[config.mk]
export PLATFORM = sky130hd
export DESIGN_NAME = dp_logic_arbiter
export DESIGN_NICKNAME = d
export VERILOG_FILES = /design/src/rtl/dp_logic_arbiter_pkg.sv /design/src/rtl/dp_logic_arbiter_unit.sv /design/src/rtl/dp_logic_arbiter.sv
export SDC_FILE = /design/constraint.sdc
export NUM_CORES = 1
export LEC_CHECK = 0
export CAP_MARGIN = 20
export CORE_MARGIN = 3
export CORE_UTILIZATION = 51
export DETAILED_ROUTE_END_ITERATION = 8
export PLACE_DENSITY = 0.95
export SLEW_MARGIN = 20
export SYNTH_ARGS = -nofsm -noshare
export SYNTH_HDL_FRONTEND = slang
export SYNTH_SLANG_ARGS = --single-unit
[constraint.sdc]
create_clock -name CLK -period 6.6 [get_ports CLK]
set_clock_uncertainty 0.05 [all_clocks]
set_input_delay 0.66 -clock CLK [delete_from_list [all_inputs] [get_ports CLK]]
set_output_delay 0.66 -clock CLK [all_outputs]
set_load 0.01 [all_outputs]
[src/rtl/dp_logic_arbiter_pkg.sv]
// Shared opcode and FSM state definitions for the shared-logic-unit arbiter.
package dp_logic_arbiter_pkg;

    localparam logic [1:0] OP_OR   = 2'b00;
    localparam logic [1:0] OP_AND  = 2'b01;
    localparam logic [1:0] OP_XOR  = 2'b10;
    localparam logic [1:0] OP_PASS = 2'b11;

    typedef enum logic [1:0] {
        IDLE   = 2'd0,
        GRANT  = 2'd1,
        EXEC   = 2'd2,
        RESULT = 2'd3
    } state_t;

endpackage

[src/rtl/dp_logic_arbiter_unit.sv]
// Combinational N-bit bitwise logic cell shared by all arbiter clients.
module dp_logic_unit
    import dp_logic_arbiter_pkg::*;
#(
    parameter int N = 8
) (
    input  logic [1:0]   OP,
    input  logic [N-1:0] IN0,
    input  logic [N-1:0] IN1,
    output logic [N-1:0] Y
);

    // NOTE: give every combinational output a default before the case so no
    // path leaves it unassigned, which would infer a latch.
    always_comb begin
        Y = IN0;
        case (OP)
            OP_OR:   Y = IN0 | IN1;
            OP_AND:  Y = IN0 & IN1;
            OP_XOR:  Y = IN0 ^ IN1;
            default: Y = IN0;
        endcase
    end

endmodule

[src/rtl/dp_logic_arbiter.sv]
// Round-robin arbiter that shares one bitwise logic unit among R requesters
// and returns a registered result through a VALID/RACK handshake.
module dp_logic_arbiter
    import dp_logic_arbiter_pkg::*;
#(
    parameter int N   = 8,
    parameter int R   = 4,
    parameter int IDW = 2
) (
    input  logic           CLK,
    input  logic           nRESET,
    input  logic [R-1:0]   REQ,
    input  logic [2*R-1:0] OP,
    input  logic [N*R-1:0] A,
    input  logic [N*R-1:0] B,
    output logic [R-1:0]   GNT,
    output logic           BUSY,
    output logic [N-1:0]   Y,
    output logic           VALID,
    output logic [IDW-1:0] RID,
    input  logic           RACK
);

    state_t         state, state_next;
    logic [IDW-1:0] ptr;
    logic [IDW-1:0] win;
    logic [1:0]     op_q;
    logic [N-1:0]   a_q, b_q;

    logic           pick_found;
    logic [IDW-1:0] pick_idx;
    logic [R-1:0]   pick_onehot;
    logic [1:0]     sel_op;
    logic [N-1:0]   sel_a, sel_b;
    logic [N-1:0]   lu_y;

    // Scan from the pointer upward with wrap; returns {found, index}.
    // Only indices below R are ever visited, so unused IDs are never granted.
    function automatic logic [IDW:0] rr_pick(input logic [R-1:0] req,
                                             input logic [IDW-1:0] start);
        logic           found;
        logic [IDW-1:0] idx;
        logic [IDW-1:0] k;
        found = 1'b0;
        idx   = '0;
        k     = start;
        for (int i = 0; i < R; i++) begin
            if (!found && req[k]) begin
                found = 1'b1;
                idx   = k;
            end
            k = (k == IDW'(R - 1)) ? '0 : k + 1'b1;
        end
        return {found, idx};
    endfunction

    always_comb begin
        {pick_found, pick_idx} = rr_pick(REQ, ptr);
        pick_onehot = '0;
        for (int i = 0; i < R; i++) begin
            if (pick_found && pick_idx == IDW'(i)) pick_onehot[i] = 1'b1;
        end
    end

    // Operand mux for the registered winner, sampled at the end of GRANT.
    always_comb begin
        sel_op = '0;
        sel_a  = '0;
        sel_b  = '0;
        for (int i = 0; i < R; i++) begin
            if (win == IDW'(i)) begin
                sel_op = OP[2*i +: 2];
                sel_a  = A[N*i +: N];
                sel_b  = B[N*i +: N];
            end
        end
    end

    dp_logic_unit #(.N(N)) u_logic (
        .OP  (op_q),
        .IN0 (a_q),
        .IN1 (b_q),
        .Y   (lu_y)
    );

    // NOTE: sequential state uses non-blocking assignments so every register
    // samples pre-edge values regardless of statement order.
    always_ff @(posedge CLK or negedge nRESET) begin
        if (!nRESET) state <= IDLE;
        else         state <= state_next;
    end

    always_comb begin
        state_next = state;
        case (state)
            IDLE:    if (pick_found) state_next = GRANT;
            GRANT:   state_next = EXEC;
            EXEC:    state_next = RESULT;
            RESULT:  if (RACK) state_next = IDLE;
            default: state_next = IDLE;
        endcase
    end

    // NOTE: the operand latches are plain flops, not a RAM, so resetting them
    // costs nothing and keeps post-reset behaviour fully deterministic.
    always_ff @(posedge CLK or negedge nRESET) begin
        if (!nRESET) begin
            GNT   <= '0;
            ptr   <= '0;
            win   <= '0;
            op_q  <= '0;
            a_q   <= '0;
            b_q   <= '0;
            Y     <= '0;
            RID   <= '0;
            VALID <= 1'b0;
        end else begin
            case (state)
                IDLE: begin
                    if (pick_found) begin
                        GNT <= pick_onehot;
                        win <= pick_idx;
                    end
                end
                GRANT: begin
                    op_q <= sel_op;
                    a_q  <= sel_a;
                    b_q  <= sel_b;
                    GNT  <= '0;
                    ptr  <= (win == IDW'(R - 1)) ? '0 : win + 1'b1;
                end
                EXEC: begin
                    Y     <= lu_y;
                    RID   <= win;
                    VALID <= 1'b1;
                end
                RESULT: begin
                    if (RACK) VALID <= 1'b0;
                end
                default: ;
            endcase
        end
    end

    assign BUSY = (state != IDLE);

endmodule

==> impl_results.md, run 1 <==
- Status: finished clean
- Cell count after synthesis: between 300 and 400
- Die Ht: 82.1 µm
- TritonCTS Sinks: 39
- Crit path from: ptr[0]
- Leakage: about 1.7 nW
- Footprint of the multi-input gates: 1750 µm²
- Number of antenna diodes: 0
- Port Buffers: between 90 and 100
- Post-synthesis sequential area ratio: 0.330
- Sequential Area: 976 µm²
- WS Path Type: register to register
- Clk slew on worst S/H paths: 80 ps
- PD cells: 474 nW/µm²
- Filler instances: 414
- Final hold violations: 0
- # hold bufs at CTS: 0
- Vias: 2707
- # IOs: 95
- Tightest Pin Transition: 1000 ps
- Depth of the worst register-to-register path: 7
- Global route overflow: 0
- Layout net count: 500
- Final wirelength: 7360 µm
- Post-route minimum period: 2980 ps
- Share of layout cells above drive strength 1: 0.106
- Number of synthesized flops with an enable pin: 0
- WP data arrival: 3120 ps
- Non-filler cells, final: 468
- Most frequent cells after synthesis: 40 x a21oi_1, 39 x dfrtp_1, 33 x inv_1
- Slowest cell on crit path: dfrtp_1
- CP Capture Point: state[1]
- Post-synthesis cell type count: 43
- Post-CTS setup buffers: 0
- Final Setup Violations: 0
- Post-Place Cells: 460
- Row cnt: 27
- Gr usage total: 0.222
- WL/cell: 15.7 µm
- Maximum root-to-sink buffer count: 2
- Initial antenna violation count: 0
- Worst R2R End: state[1]
- Number of global-route vias before repair: 2486
- Max Slew Vio Count: 0
- CP max FO: 20
- Core ar.: approximately 5600 µm²
- Synth Register Bits: 39
- Mapped Nets: around 420
- GP Congestion: 0.870
- TritonRoute pass-1 iters: 4
- Share of the synthesized area in the top cell type: 0.330
- Ranking of synthesized cells by area: dfrtp_1 33%, ha_1 11%, mux4_2 8.4%, a21oi_1 6.8%, mux2_2 5.3%
- Unrepaired setup endpoints after global routing: false
- Cell family contributing the most delay on the critical path: flip-flops
- Max-slew headroom: 0.333
- Synth async-reset ratio: 1.00
- Largest net degree at the start of global routing: 40
- Worst EP required: 6740 ps
- Crit path buffers/inverters: 0
- Worst r2r src: ptr[0]
- Die area: 6740 µm²
- Fin Hold WS: 407 ps
- H-tree depth: 2
- Vias per inst: roughly 5.8
- Setup TNS: 0 ps
- First-pass GRT wire length: 11600 µm
- CTS buffer count: 5
- DR DRC count: 0
- Max Clock Freq: 0.336 GHz
- Clk_lat worst skew: about 300 ps
- Setup crit start kind: register
- CP peak stage delay: 750 ps
- Post-CTS sizing: 0
- CP Cell Sequence: ha_1 -> xor2_1 -> a211oi_1 -> o22ai_2 -> and3_1 -> a21oi_2 -> mux2_4
- Peak VDD IR: 0.233 mV
- Final ANT Viol Nets: 0
- Count leader, synth: a21oi_1
- Top FF cell, synth: dfrtp_1
- Max-cap violation count: 0
- Root buf cell: clkbuf_8
- Synth-to-Final Area Change: 34.5%
- Final worst-path cycle share: 0.451
- Synthesis Warnings: 0
- Initial drt markers: 190
- Syn_area_per_cell: 9.29 µm²
- CTS tree: done
- Starting density of the core: 0.530
- Area leader, netlist: dfrtp_1
- Fin util: 0.713
- Mapped Area: 2960 µm²
- HPWL Detailed: 5520 µm
- Chip width: 82.1 µm
- Kind of end point of the critical path: register
- FF-to-FF setup slack: approximately 3600 ps
- WP depth: 7
- Pwr Total: 1.88 mW
- Hold/Removal Path Class: primary input to asynchronous set/reset pin
final cells by class:
class / count / area share
clock buffers: 5 / 0.0173
clock inverters: 3 / 0.00378
inverters: 33 / 0.0312
multi-input cells: 220 / 0.440
flip-flops and latches: 39 / 0.246
well taps: 72 / 0.0227
repair buffers: 96 / 0.239
how the worst min path moves through the flow:
| stage | end | slack, ps | cells past startpoint |
|---|---|---|---|
| CTS | Y[7] | 440 | 1 |
| global route | Y[7] | 480 | 1 |
| floorplan | GNT[0] | 310 | 0 |
| finish | Y[7] | 410 | 1 |
| detailed placement | RID[1] | 450 | 1 |
| global placement | VALID | 440 | 1 |
power by group:
group / switching (mW) / internal [mW] / total, mW
clock: 0.0874 / 0.0723 / 0.160
sequential: 0.141 / 0.363 / 0.505
combinational: 0.608 / 0.611 / 1.22
cells by family (layout without fill, tap and decap cells):
family / after synthesis / in the layout / synth area share
xor gates and xnor gates: 2 / 2 / 0.00593
DFF: 39 / 39 / 0.330
AOI/OAI and AO/OA: 84 / 84 / 0.188
and+or+nand+nor: 80 / 80 / 0.138
muxes: 28 / 28 / 0.149
buffers and inverters: 59 / 137 / 0.0787
adders and majority gates: 26 / 26 / 0.110
layer usage:
metal	wire length [µm]	part of all wire	GRT usage	up-vias
met3	544	0.074	0.0640	9
li1	-	-	-	1295
met4	68	0.0092	0.0449	0
met5	0	0	0	-
met2	3750	0.51	0.381	120
met1	2990	0.41	0.280	1283
sequential cells by signal, indices dropped and copies added, names as in the netlist:
| signal | count |
|---|---|
| Y | 8 |
| a_q | 8 |
| b_q | 8 |
| GNT | 4 |
| RID | 2 |
| op_q | 2 |
| ptr | 2 |
| state | 2 |
| win | 2 |
| VALID | 1 |
placed cells by master, fill, tap and decap left out, types with 2 or more instances in the layout:
cell / count
clkdlybuf4s50_1: 93
a31oi_1: 3
and3_1: 2
clkinv_2: 3
nor3_1: 19
o221ai_1: 2
o21ai_0: 6
a21oi_1: 40
a221oi_1: 17
mux4_2: 11
nor2_1: 28
ha_1: 26
nor2b_1: 17
nand3b_1: 2
o21ai_1: 2
nand2_1: 5
clkbuf_8: 5
mux2i_1: 2
dfrtp_1: 39
buf_4: 2
inv_1: 33
mux2_2: 14
nand2b_1: 3
metrics by stage:
step,worst slack (ps),cell area (µm²)
finish,3620,3970
global route,3480,3970
CTS,3650,3970
detailed placement,3680,3890
global placement,3800,3890
floorplan,4350,2960
Note: power is estimated with default switching activity, not from simulation.
==> inputs of run 2 (changes only) <==
--- a/config.mk
+++ b/config.mk
@@ -7,9 +7,9 @@
 export LEC_CHECK = 0
 export CAP_MARGIN = 20
 export CORE_MARGIN = 3
-export CORE_UTILIZATION = 51
+export CORE_UTILIZATION = 43
 export DETAILED_ROUTE_END_ITERATION = 8
-export PLACE_DENSITY = 0.95
+export PLACE_DENSITY = 0.89
 export SLEW_MARGIN = 20
 export SYNTH_ARGS = -nofsm -noshare
 export SYNTH_HDL_FRONTEND = slang
==> constraint.sdc (replaced) <==
create_clock -name CLK -period 2.7 [get_ports CLK]
set_clock_uncertainty 0.05 [all_clocks]
set_input_delay 0.27 -clock CLK [delete_from_list [all_inputs] [get_ports CLK]]
set_output_delay 0.27 -clock CLK [all_outputs]
set_load 0.01 [all_outputs]
==> run 2 against run 1 <==
Against the previous run: die area rose by 17%; worst hold slack got worse by 390 ps; via count decreased by 0.59%; fmax grew 18%; largest cell class unchanged; worst setup slack got worse by 3400 ps; largest power group unchanged; power increased to 2.5 times the previous value; clock power rose to 3.2 times the previous value; global-route usage decreased by 2.8 points; non-clock buffer count is 4 higher; final cell count is 1.9% higher; clock-buffer cell count up 1.
==> impl_results.md, run 2 (same netlist as run 1, synthesis figures left out) <==
- Combinational group share of total power: 0.643 (was 0.647)
- Hold/Removal Path Class: primary input to asynchronous set/reset pin (unchanged)
- Fin Hold WS: 20.3 ps (was 407 ps)
- Status: finished clean (unchanged)
- H-tree depth: 2 (unchanged)
- Maximum root-to-sink buffer count: 2 (unchanged)
- WP data arrival: 2670 ps (was 3120 ps)
- Number of global-route vias before repair: 2612 (was 2486)
- Gr usage total: 0.194 (was 0.222)
- Chip width: 88.9 µm (was 82.1 µm)
- Global route overflow: 0 (unchanged)
- Worst R2R End: state[1] (unchanged)
- # hold bufs at CTS: 0 (unchanged)
- Post-CTS setup buffers: 0 (unchanged)
- First-pass GRT wire length: 12000 µm (was 11600 µm)
- Leakage: 1.73 nW (was 1.70 nW)
- Depth of the worst register-to-register path: 7 (unchanged)
- Die Ht: 88.9 µm (was 82.1 µm)
- Max-slew headroom: 0.425 (was 0.333)
- Largest net degree at the start of global routing: 40 (unchanged)
- Switching Fraction: 0.431 (was 0.444)
- Die area: 7900 µm² (was 6740 µm²)
- Clock Power Share: 0.108 (was 0.085)
- Final ANT Viol Nets: 0 (unchanged)
- Final hold violations: 0 (unchanged)
- Tightest Pin Transition: 862 ps (was 1000 ps)
- Cell Int Power: 2.72 mW (was 1.05 mW)
- Vias per inst: 5.64 (was 5.78)
- Setup crit start kind: register (unchanged)
- CTS buffer count: 5 (unchanged)
- Share of layout cells above drive strength 1: 0.115 (was 0.106)
- Commonest cells after routing, fill and taps aside: 93 x clkdlybuf4s50_1, 40 x a21oi_1, 39 x dfrtp_1 (unchanged)
- Filler instances: 514 (was 414)
- GP Congestion: 0.857 (was 0.870)
- Number of antenna diodes: 0 (unchanged)
- NetSw: 2.06 mW (was 0.837 mW)
- FF-to-FF setup slack: 180 ps (was 3620 ps)
- Post-CTS sizing: 0 (unchanged)
- Kind of end point of the critical path: register (unchanged)
- Slowest cell on crit path: dfrtp_1 (unchanged)
- PD cells: 1180 nW/µm² (was 474 nW/µm²)
- Starting density of the core: 0.455 (was 0.530)
- CP peak stage delay: 490 ps (was 750 ps)
- Post-route minimum period: 2520 ps (was 2980 ps)
- Initial drt markers: 231 (was 190)
- DR DRC count: 0 (unchanged)
- Root buf cell: clkbuf_8 (unchanged)
- Commonest non-fill, non-tap cell in the layout: clkdlybuf4s50_1 (unchanged)
- Layout net count: 504 (was 500)
- WL/cell: 16.1 µm (was 15.7 µm)
- Initial antenna violation count: 0 (unchanged)
- WS Path Type: register to register (unchanged)
- Unrepaired setup endpoints after global routing: false (unchanged)
- Row cnt: 29 (was 27)
- Biggest regs: Y x8, a_q x8, b_q x8 (unchanged)
- Final worst-path cycle share: 0.934 (was 0.451)
- Port Buffers: 94 (unchanged)
- Vias: 2691 (was 2707)
- Setup TNS: 0 ps (unchanged)
- Max Slew Vio Count: 0 (unchanged)
- Final wirelength: 7660 µm (was 7360 µm)
- CP Cell Sequence: ha_1 -> xor2_1 -> a211oi_1 -> o22ai_2 -> and3_1 -> a21oi_2 -> mux2_4 (unchanged)
- CTS tree: done (unchanged)
- Synth-to-Final Area Change: 36.8% (was 34.5%)
- CP max FO: 9 (was 20)
- Max-cap violation count: 0 (unchanged)
- Seq pwr share: 0.249 (was 0.268)
- HPWL Detailed: 5820 µm (was 5520 µm)
- Worst EP required: 2850 ps (was 6740 ps)
- Core ar.: 6490 µm² (was 5570 µm²)
- Peak VDD IR: 0.436 mV (was 0.233 mV)
- Worst r2r src: ptr[1] (was ptr[0])
- Clk slew on worst S/H paths: 90 ps (was 80 ps)
- TritonRoute pass-1 iters: 6 (was 4)
- TritonCTS Sinks: 39 (unchanged)
- # IOs: 95 (unchanged)
- Final Setup Violations: 0 (unchanged)
- Clk_lat worst skew: 300 ps (about the same)
- Max Clock Freq: 0.396 GHz (was 0.336 GHz)
==> run 2: cell types whose count changed in the layout (fill, tap and decap cells not counted) <==
cell	delta
buf_4	+4
clkinv_2	-2
bufinv_16	+1
clkbuf_8	+1
==> run 2: area by class of cell <==
class	count	area [µm²]	share of cell area
Clock buffer	6	82.6	0.0204
Clock inverter	2	35.0	0.00866
Inverter	33	124	0.0306
Multi-Input combinational cell	220	1750	0.433
Sequential cell	39	976	0.241
Tap cell	77	96.3	0.0238
Timing Repair Buffer	100	981	0.243
==> run 2: through the flow <==
stage	utilization	cells	setup WS (ps)	cell area [µm²]	power, mW
floorplan	-	318	453	2960	3.35
global placement	0.604	469	284	3920	4.05
detailed placement	0.604	469	175	3920	4.23
CTS	0.622	477	154	4040	4.78
global route	0.623	477	47.0	4040	5.18
finish	0.623	477	177	4040	4.78
==> run 2: worst max-delay path by stage <==
stage | startpoint | to
finish | ptr[1] | state[1]
detailed placement | ptr[1] | state[1]
floorplan | ptr[0] | state[1]
CTS | win[1] | b_q[0]
global placement | win[0] | b_q[0]
global route | ptr[1] | GNT[0]
==> run 2: per-layer routing <==
layer / wire length [µm] / global-route usage / vias up
li1: - / - / 1301
met1: 3250 / 0.256 / 1269
met2: 3780 / 0.321 / 105
met3: 471 / 0.0396 / 16
met4: 161 / 0.0618 / 0
met5: 0 / 0 / -
==> run 2: worst max-delay path, delay by kind of cell (launching register included) <==
family	cells	cell delay, ps
multiplexers	1	310
adder cells (fa/ha/maj)	1	410
AO/OA/AOI/OAI	3	700
XOR/XNOR	1	200
flip-flops	1	490
AND/OR/NAND/NOR	1	250
==> run 2: power by group through the flow <==
stage,registers [mW],clock network [mW],logic (mW)
final,1.19,0.516,3.07
after global routing,1.23,0.543,3.41
after CTS,1.20,0.519,3.06
after detailed placement,1.20,0,3.03
after global placement,1.18,0,2.87
after floorplan,1.12,0,2.23
